**config.mk**
```make
export PLATFORM = sky130hd
export DESIGN_NAME = load_store_unit_flat
export DESIGN_NICKNAME = d
export VERILOG_FILES = /design/src/rtl/load_store_unit_if.sv /design/src/rtl/load_store_unit.sv /design/src/flat_wrapper.sv
export SDC_FILE = /design/constraint.sdc
export NUM_CORES = 1
export LEC_CHECK = 0
export CAP_MARGIN = 40
export CORE_ASPECT_RATIO = 1.1
export CORE_UTILIZATION = 35
export CTS_BUF_LIST = sky130_fd_sc_hd__clkbuf_4
export CTS_CLUSTER_SIZE = 30
export DETAILED_ROUTE_END_ITERATION = 12
export PLACE_DENSITY = 0.77
export RECOVER_POWER = 100
export SLEW_MARGIN = 25
export SYNTH_ARGS = -nofsm -noshare
export SYNTH_HDL_FRONTEND = slang
export SYNTH_SLANG_ARGS = --single-unit
```
**constraint.sdc**
```tcl
create_clock -name clock -period 4.6 [get_ports clock]
set_input_delay 1.38 -clock clock [delete_from_list [all_inputs] [get_ports clock]]
set_output_delay 1.38 -clock clock [all_outputs]
set_load 0.02 [all_outputs]
```
**src/rtl/load_store_unit_if.sv**
```systemverilog
// Shared types and the bundled request / memory-bus / writeback signals of
// the load/store unit. lsu_pkg carries WORD_SIZE and reg_file_op_t so the
// interface, the unit and the register file agree on them.
// master: the core/memory side (issues requests, answers the bus).
// slave : the load/store unit itself.

package lsu_pkg;
    localparam int WORD_SIZE = 32;

    typedef enum logic {
        NO_WRITE       = 1'b0,
        WRITE_REG_DATA = 1'b1
    } reg_file_op_t;
endpackage

interface lsu_if;
    import lsu_pkg::*;

    logic                 req_valid;
    logic                 req_ready;
    logic                 req_is_store;
    logic [2:0]           req_funct3;
    logic [WORD_SIZE-1:0] req_base;
    logic [WORD_SIZE-1:0] req_offset;
    logic [WORD_SIZE-1:0] req_store_data;
    logic [4:0]           req_rd;

    logic                 mem_req;
    logic                 mem_we;
    logic [WORD_SIZE-1:0] mem_addr;
    logic [WORD_SIZE-1:0] mem_wdata;
    logic [3:0]           mem_wstrb;
    logic                 mem_ack;
    logic [WORD_SIZE-1:0] mem_rdata;

    reg_file_op_t         wb_op;
    logic [4:0]           wb_rd;
    logic [WORD_SIZE-1:0] wb_data;
    logic                 done;
    logic                 fault;

    modport master (
        output req_valid, req_is_store, req_funct3, req_base, req_offset,
               req_store_data, req_rd, mem_ack, mem_rdata,
        input  req_ready, mem_req, mem_we, mem_addr, mem_wdata, mem_wstrb,
               wb_op, wb_rd, wb_data, done, fault
    );

    modport slave (
        input  req_valid, req_is_store, req_funct3, req_base, req_offset,
               req_store_data, req_rd, mem_ack, mem_rdata,
        output req_ready, mem_req, mem_we, mem_addr, mem_wdata, mem_wstrb,
               wb_op, wb_rd, wb_data, done, fault
    );
endinterface

```
**src/rtl/load_store_unit.sv**
```systemverilog
// RV32I load/store unit: one request at a time, one request/acknowledge
// transaction on the data bus, lane steering for stores, alignment and
// extension for loads, single-cycle register-file write per load.
// Optional feature macro: LSU_MISALIGN_TRAP_EN -- when defined, misaligned
// halfword/word accesses fault instead of being truncated to access size.

module load_store_unit
    import lsu_pkg::*;
(
    input logic  clock,
    input logic  reset_n,
    lsu_if.slave bus
);

    typedef enum logic [1:0] {IDLE, BUS, RESP} state_t;

    state_t               state;
    logic [1:0]           lane;
    logic [2:0]           funct3;
    logic                 is_store;
    logic [4:0]           rd;

    logic [WORD_SIZE-1:0] eff_addr;
    logic                 legal_code;
    logic                 misaligned;
    logic                 access_ok;

    // Replicate the store value across every lane it may land in.
    function automatic logic [WORD_SIZE-1:0] store_wdata(input logic [2:0] f3,
                                                         input logic [WORD_SIZE-1:0] sd);
        case (f3[1:0])
            2'b00:   store_wdata = {4{sd[7:0]}};
            2'b01:   store_wdata = {2{sd[15:0]}};
            default: store_wdata = sd;
        endcase
    endfunction

    // Byte enables; a misaligned halfword keeps only addr[1], a word ignores the offset.
    function automatic logic [3:0] store_strobe(input logic [2:0] f3, input logic [1:0] a);
        case (f3[1:0])
            2'b00:   store_strobe = 4'b0001 << a;
            2'b01:   store_strobe = 4'b0011 << {a[1], 1'b0};
            default: store_strobe = 4'hF;
        endcase
    endfunction

    // Pick the addressed byte/half out of the read word and extend it.
    function automatic logic [WORD_SIZE-1:0] load_extract(input logic [WORD_SIZE-1:0] rdata,
                                                          input logic [2:0] f3,
                                                          input logic [1:0] a);
        logic [7:0]  b;
        logic [15:0] h;
        b = rdata[{a, 3'b000} +: 8];
        h = rdata[{a[1], 4'b0000} +: 16];
        case (f3)
            3'd0:    load_extract = {{24{b[7]}}, b};
            3'd1:    load_extract = {{16{h[15]}}, h};
            3'd4:    load_extract = {24'd0, b};
            3'd5:    load_extract = {16'd0, h};
            default: load_extract = rdata;
        endcase
    endfunction

    // Effective address and legality of the request currently on the inputs.
    always_comb begin
        eff_addr = bus.req_base + bus.req_offset;
        if (bus.req_is_store)
            legal_code = !bus.req_funct3[2] && (bus.req_funct3[1:0] != 2'b11);
        else
            legal_code = (bus.req_funct3[1:0] != 2'b11) && !(bus.req_funct3[2] && bus.req_funct3[1]);
`ifdef LSU_MISALIGN_TRAP_EN
        misaligned = ((bus.req_funct3[1:0] == 2'b01) && eff_addr[0]) ||
                     ((bus.req_funct3[1:0] == 2'b10) && (eff_addr[1:0] != 2'b00));
`else
        misaligned = 1'b0;
`endif
        access_ok = legal_code && !misaligned;
    end

    assign bus.req_ready = (state == IDLE);

    // Control FSM with all bus and writeback outputs registered.
    always_ff @(posedge clock) begin
        if (!reset_n) begin
            state         <= IDLE;
            lane          <= 2'b00;
            funct3        <= 3'd0;
            is_store      <= 1'b0;
            rd            <= 5'd0;
            bus.mem_req   <= 1'b0;
            bus.mem_we    <= 1'b0;
            bus.mem_addr  <= '0;
            bus.mem_wdata <= '0;
            bus.mem_wstrb <= 4'h0;
            bus.wb_op     <= NO_WRITE;
            bus.wb_rd     <= 5'd0;
            bus.wb_data   <= '0;
            bus.done      <= 1'b0;
            bus.fault     <= 1'b0;
        end else begin
            case (state)
                IDLE: begin
                    if (bus.req_valid) begin
                        lane          <= eff_addr[1:0];
                        funct3        <= bus.req_funct3;
                        is_store      <= bus.req_is_store;
                        rd            <= bus.req_rd;
                        bus.mem_addr  <= {eff_addr[WORD_SIZE-1:2], 2'b00};
                        bus.mem_wdata <= store_wdata(bus.req_funct3, bus.req_store_data);
                        if (access_ok) begin
                            state         <= BUS;
                            bus.mem_req   <= 1'b1;
                            bus.mem_we    <= bus.req_is_store;
                            bus.mem_wstrb <= bus.req_is_store ?
                                             store_strobe(bus.req_funct3, eff_addr[1:0]) : 4'h0;
                        end else begin
                            // Rejected access: report straight away, never touch the bus.
                            state     <= RESP;
                            bus.done  <= 1'b1;
                            bus.fault <= 1'b1;
                        end
                    end
                end
                BUS: begin
                    if (bus.mem_ack) begin
                        state         <= RESP;
                        bus.mem_req   <= 1'b0;
                        bus.mem_we    <= 1'b0;
                        bus.mem_wstrb <= 4'h0;
                        bus.done      <= 1'b1;
                        if (!is_store) begin
                            bus.wb_op   <= WRITE_REG_DATA;
                            bus.wb_rd   <= rd;
                            bus.wb_data <= load_extract(bus.mem_rdata, funct3, lane);
                        end
                    end
                end
                RESP: begin
                    state     <= IDLE;
                    bus.done  <= 1'b0;
                    bus.fault <= 1'b0;
                    bus.wb_op <= NO_WRITE;
                end
                default: state <= IDLE;
            endcase
        end
    end

endmodule

```
**src/flat_wrapper.sv**
```systemverilog
// flat-port wrapper written by rule: the top's interface ports become plain ports
module load_store_unit_flat import lsu_pkg::*;
  (clock, reset_n, bus_req_valid, bus_req_is_store, bus_req_funct3, bus_req_base, bus_req_offset, bus_req_store_data, bus_req_rd, bus_mem_ack, bus_mem_rdata, bus_req_ready, bus_mem_req, bus_mem_we, bus_mem_addr, bus_mem_wdata, bus_mem_wstrb, bus_wb_op, bus_wb_rd, bus_wb_data, bus_done, bus_fault);
  lsu_if bus_i ();
  input logic clock;
  input logic reset_n;
  input wire logic [$bits(bus_i.req_valid)-1:0] bus_req_valid;
  input wire logic [$bits(bus_i.req_is_store)-1:0] bus_req_is_store;
  input wire logic [$bits(bus_i.req_funct3)-1:0] bus_req_funct3;
  input wire logic [$bits(bus_i.req_base)-1:0] bus_req_base;
  input wire logic [$bits(bus_i.req_offset)-1:0] bus_req_offset;
  input wire logic [$bits(bus_i.req_store_data)-1:0] bus_req_store_data;
  input wire logic [$bits(bus_i.req_rd)-1:0] bus_req_rd;
  input wire logic [$bits(bus_i.mem_ack)-1:0] bus_mem_ack;
  input wire logic [$bits(bus_i.mem_rdata)-1:0] bus_mem_rdata;
  output wire logic [$bits(bus_i.req_ready)-1:0] bus_req_ready;
  output wire logic [$bits(bus_i.mem_req)-1:0] bus_mem_req;
  output wire logic [$bits(bus_i.mem_we)-1:0] bus_mem_we;
  output wire logic [$bits(bus_i.mem_addr)-1:0] bus_mem_addr;
  output wire logic [$bits(bus_i.mem_wdata)-1:0] bus_mem_wdata;
  output wire logic [$bits(bus_i.mem_wstrb)-1:0] bus_mem_wstrb;
  output wire logic [$bits(bus_i.wb_op)-1:0] bus_wb_op;
  output wire logic [$bits(bus_i.wb_rd)-1:0] bus_wb_rd;
  output wire logic [$bits(bus_i.wb_data)-1:0] bus_wb_data;
  output wire logic [$bits(bus_i.done)-1:0] bus_done;
  output wire logic [$bits(bus_i.fault)-1:0] bus_fault;
  assign bus_i.req_valid = bus_req_valid;
  assign bus_i.req_is_store = bus_req_is_store;
  assign bus_i.req_funct3 = bus_req_funct3;
  assign bus_i.req_base = bus_req_base;
  assign bus_i.req_offset = bus_req_offset;
  assign bus_i.req_store_data = bus_req_store_data;
  assign bus_i.req_rd = bus_req_rd;
  assign bus_i.mem_ack = bus_mem_ack;
  assign bus_i.mem_rdata = bus_mem_rdata;
  assign bus_req_ready = bus_i.req_ready;
  assign bus_mem_req = bus_i.mem_req;
  assign bus_mem_we = bus_i.mem_we;
  assign bus_mem_addr = bus_i.mem_addr;
  assign bus_mem_wdata = bus_i.mem_wdata;
  assign bus_mem_wstrb = bus_i.mem_wstrb;
  assign bus_wb_op = bus_i.wb_op;
  assign bus_wb_rd = bus_i.wb_rd;
  assign bus_wb_data = bus_i.wb_data;
  assign bus_done = bus_i.done;
  assign bus_fault = bus_i.fault;
  load_store_unit u_core (.clock(clock), .reset_n(reset_n), .bus(bus_i));
endmodule
```
# == After elaboration in Yosys (flattened, before gate mapping) ==
# Cells that the tools add are included.
# op_classes
addsub,1
n_eq_ne,12
shift,4
n_mux,28
n_bitwise,1
n_reduce_logical,19
# ops
cell,n
$pmux W32 S4,1
$pmux W32 S2,1
$add A32 B32 Y32,1
$shiftx A32 B6 Y16,1
$shiftx A32 B6 Y8,1
$mux W4,4
$pmux W4 S2,2
$mux W1,11
$ne A2 B2 Y1 const B,5
$reduce_and A3 Y1,3
$pmux W1 S2,4
$reduce_and A4 Y1,2
$eq A3 B3 Y1 const B,2
$mux W2,3
$reduce_bool A2 Y1,3
$eq A2 B1 Y1 const B,2
$logic_not A2 Y1,2
$pmux W2 S2,1
$reduce_and A2 Y1,2
$shl A1 B2 Y4 const A,1
$shl A2 B2 Y4 const A,1
$eq A3 B1 Y1 const B,1
$logic_and A1 B1 Y1,3
$logic_not A3 Y1,1
other kinds (6),7
# totals
ff_bits,121
inputBits,141

# == Depth between registers and ports, before layout ==
# depth
ltp_word,7
mapped_depth,10
ltp_nobuf,10

# == Worst setup path after synthesis ==
# No wires, ideal clock.
# synth_path
path_kind,input to register
start,input port bus_req_offset[0]
end,register u_core.bus.mem_addr[28]
setup_ns,0.127
arrival_ns,3.216
t_required_ns,4.473
setup_slack_ns,1.257
stages,10
cell_sequence,ha_1 > inv_1 > fa_1 > nand2b_1 > a21oi_2 > o21a_1 > o2111ai_1 > a211oi_2 > nor3_1 > or3_1
# synth_between
elab_chain_cells,1
# synth_lines
item,line,rtl
from (decl),flat_wrapper.sv:11,input wire logic [$bits(bus_i.req_offset)-1:0] bus_req_offset;
$add A32 B32 Y32,load_store_unit.sv:66,eff_addr = bus.req_base + bus.req_offset;
to (signal assigned),load_store_unit.sv:108,"bus.mem_addr <= {eff_addr[WORD_SIZE-1:2], 2'b00};"
to (decl),load_store_unit_if.sv:52,"output req_ready, mem_req, mem_we, mem_addr, mem_wdata, mem_wstrb,"
# No other way between the ends.
# A chain may end at the register's enable or synchronous reset.

# == Worst setup path in the final report ==
# layout_path
start,input port bus_req_valid
end,register u_core.bus.mem_wdata[1]
# layout_between
elab_chain_cells,1
# layout_lines
item,line,rtl
from (decl),flat_wrapper.sv:7,input wire logic [$bits(bus_i.req_valid)-1:0] bus_req_valid;
$reduce_and A2 Y1 (no source line),n/a,
to (signal assigned),load_store_unit.sv:109,"bus.mem_wdata <= store_wdata(bus.req_funct3, bus.req_store_data);"
to (decl),load_store_unit_if.sv:52,
# No other way between the ends.

==> impl_metrics.env <==
export IMPL_drv_cap=2
export IMPL_ctsResizeCount=0
export IMPL_relSlewSlack_pct=-41.29
export IMPL_path_class="in2reg"
export IMPL_post_route_period_util_pct=85.02
export IMPL_clkPwrFrac_pct=27.7
export IMPL_total_power_uw=2879
export IMPL_end_kind="flop"
export IMPL_hold_ws_ns=0.4580
export IMPL_max_freq_mhz=255.7
export IMPL_post_cts_buffers=0
export IMPL_syn_instance_count=927
export IMPL_fin_nets=1315
export IMPL_power_net_switching_uw=976.8
export IMPL_ys_warn_count=0
export IMPL_required_ns=5.05
export IMPL_htreeDepth=4
export IMPL_slew_viol_final=54
export IMPL_ctsHoldBuffers=0
export IMPL_period_needed_ns=3.911
export IMPL_synth_compound_area_share_pct=28.13
export IMPL_clock_path_buffers=2
export IMPL_core_area_um2=19860
export IMPL_pwr_share_comb_pct=31.3
export IMPL_path_clk_slew_ns=0.11
export IMPL_utilization_pct=50.13
export IMPL_worstHoldPathType="reg2reg"
export IMPL_die_h_um=151.5
export IMPL_grt_pass1_wl_um=35930
export IMPL_yosys_area_top_type="dfxtp_1"
export IMPL_syn_area_um2=7107
export IMPL_ir_drop_mv=0.2035
export IMPL_pin_count=252
export IMPL_synth_area_top_cells="dfxtp_1 (34%), nand2_1 (9.5%), a21oi_1 (8.3%)"
export IMPL_violations="capacitance limit, slew limit"
export IMPL_finalHoldViolations=0
export IMPL_cts_tree="done"
export IMPL_worstSetupStartpointType="input pin"
export IMPL_synthFlopType="dfxtp_1"
export IMPL_grt_pass1_vias=6870
export IMPL_seqPwrFrac_pct=41.0
export IMPL_drtPass1Iterations=5
export IMPL_wl_um=23630
export IMPL_async_flop_share_pct=0
export IMPL_fp_dieW_um=137.9
export IMPL_num_antenna_cells=0
export IMPL_insertion_delay_ns=0.55
export IMPL_rows=54
export IMPL_ys_seq_area_share_pct=34.08
export IMPL_vias=7664
export IMPL_worstMarginPinSlew_ns=2.119
export IMPL_post_place_ws_ns=0.5203
export IMPL_antenna_found_initial=0
export IMPL_rsz0062_at_grt="false"
export IMPL_fin_ws_ns=0.6893
export IMPL_grtUsageTotal_pct=22.25
export IMPL_cts_sinks=121
export IMPL_synth_adder_area_share_pct=5.739
export IMPL_p_int_uw=1902
export IMPL_start_util_pct=35.78
export IMPL_final_cell_mix="nand2_1 (180), clkdlybuf4s50_1 (136), dfxtp_1 (121)"
export IMPL_synth_seq_cells=121
export IMPL_status="complete, but fails checks"
export IMPL_netSwitchingFraction_pct=33.93
export IMPL_setup_viol=0
export IMPL_hpwl_um=17450
export IMPL_synthXorXnorAreaFrac_pct=2.218
export IMPL_cts_root_buf="clkbuf_4"
export IMPL_final_setup_tns_ns=0
export IMPL_power_leakage_uw=0.004070
export IMPL_synthMuxAreaShare_pct=3.011
export IMPL_synth_distinct_cells=73
export IMPL_gp_congestion=0.9193
export IMPL_cts_buffers=17
export IMPL_dieArea_um2=20880
export IMPL_viasPerCell=5.451
export IMPL_drc=0
export IMPL_grt_max_degree=66
export IMPL_portBuffers=249
export IMPL_mostFrequentLayoutCell="nand2_1"
export IMPL_yosys_area_share_simple_pct=21.18
export IMPL_crit_arrival_ns=4.36
export IMPL_wl_per_cell_um=16.80
export IMPL_avgSynthCellArea_um2=7.666
export IMPL_synth_top_family_by_area="compound AO/OA/AOI/OAI gates"
export IMPL_synth_edf_count=0
export IMPL_areaGrowthSynthToFinish_pct=40.12
export IMPL_drive_gt1_share_pct=5.546
export IMPL_grt_overflow_total=0
export IMPL_drt_iter0_drc=473
export IMPL_power_density_nw_per_um2=289.1
export IMPL_finClkSkew_ns=0.02792
export IMPL_synth_top_area_share_pct=34.08
export IMPL_crit_fanout=33
export IMPL_ant_nets=0
export IMPL_fillCellCount=1910
[cells by family (layout without fill, tap and decap cells)]
kind of cell	count (synthesis)	in the layout
AOI/OAI and AO/OA	315	315
xor gates and xnor gates	18	18
adders and majority gates	32	32
buffers and inverters	85	311
DFF	121	121
muxes	21	21
other	1	2
and+or+nand+nor	334	334
[layout make-up]
type	instances	area, um^2	area share [%]
Clock inverter	13	155.1	1.558
Sequential cell	121	2422	24.32
Inverter	18	67.56	0.6785
Clock buffer	18	135.1	1.357
Timing Repair Buffer	262	2587	25.98
Multi-Input combinational cell	722	4275	42.93
Tap cell	252	315.3	3.166
[critical path: stages]
cell and delay, ns:
clkdlybuf4s50_1 0.42, nand2b_1 0.17, or2_0 1.56, buf_4 0.56, nand2_1 0.09, a21oi_1 0.14
[flip-flops by register name, indices dropped and copies added (netlist names), 2 cells and up]
register              flops
u_core.bus.mem_addr      30
u_core.bus.mem_wdata     32
u_core.bus.mem_wstrb      4
u_core.bus.wb_data       32
u_core.bus.wb_rd          5
u_core.funct3             3
u_core.lane               2
u_core.rd                 5
u_core.state              2
[per-stage QoR]
| step | cells | area (um^2) |
|---|---|---|
| global placement | 1375 | 9713 |
| floorplan | 928 | 7111 |
| global route | 1406 | 9958 |
| CTS | 1406 | 10000 |
| finish | 1406 | 9958 |
| detailed placement | 1375 | 9713 |
[synth_stat cells, types with 4 or more instances]
cell,n
o211ai_1,10
xnor2_1,9
nor2_1,54
a21oi_2,6
a311oi_1,8
o21a_1,4
a31oi_1,7
or3_1,6
a22oi_1,9
buf_4,4
and3_1,6
nand3_1,23
a211o_1,4
a21oi_1,118
buf_6,4
nor2b_1,6
nand4_1,10
o22ai_1,4
a211oi_1,12
dfxtp_1,121
nand2b_1,21
nor3_1,7
o21ai_1,9
o21ai_0,64
buf_2,10
nand2_1,180
mux2i_1,18
clkbuf_1,44
o22a_1,8
o2111ai_1,8
xor2_1,9
ha_1,31
inv_1,18
a21o_1,16
[power groups by stage]
stage | Combinational, uW | Sequential [uW] | Clock, uW
4_1_cts | 930 | 1180 | 823
3_3_place_gp | 914 | 1200 | 0
6_report | 901 | 1180 | 799
2_1_floorplan | 458 | 1270 | 0
5_1_grt | 978 | 1190 | 881
3_5_place_dp | 925 | 1200 | 0
[path summary, 6_finish.rpt]
kind / to / slack [ns] / cells after the start / startpoint
min: u_core.bus.mem_addr[2] / 0.46 / 2 / u_core.bus.mem_addr[2]
min reg2reg: u_core.bus.mem_addr[2] / 0.46 / 2 / u_core.bus.mem_addr[2]
max reg2reg: u_core.bus.mem_wdata[1] / 1.45 / 5 / u_core.state[0]
max: u_core.bus.mem_wdata[1] / 0.69 / 6 / bus_req_valid
[per-layer routing]
metal / vias to the layer above / GRT usage [%] / routed length, um
li1: 3752 / - / -
met1: 3551 / 27.86 / 9887
met2: 323 / 36.85 / 11220
met3: 38 / 5.888 / 2021
met4: 0 / 7.174 / 495
met5: - / 0 / 0
No activity file was read; power rests on OpenSTA's default activity.
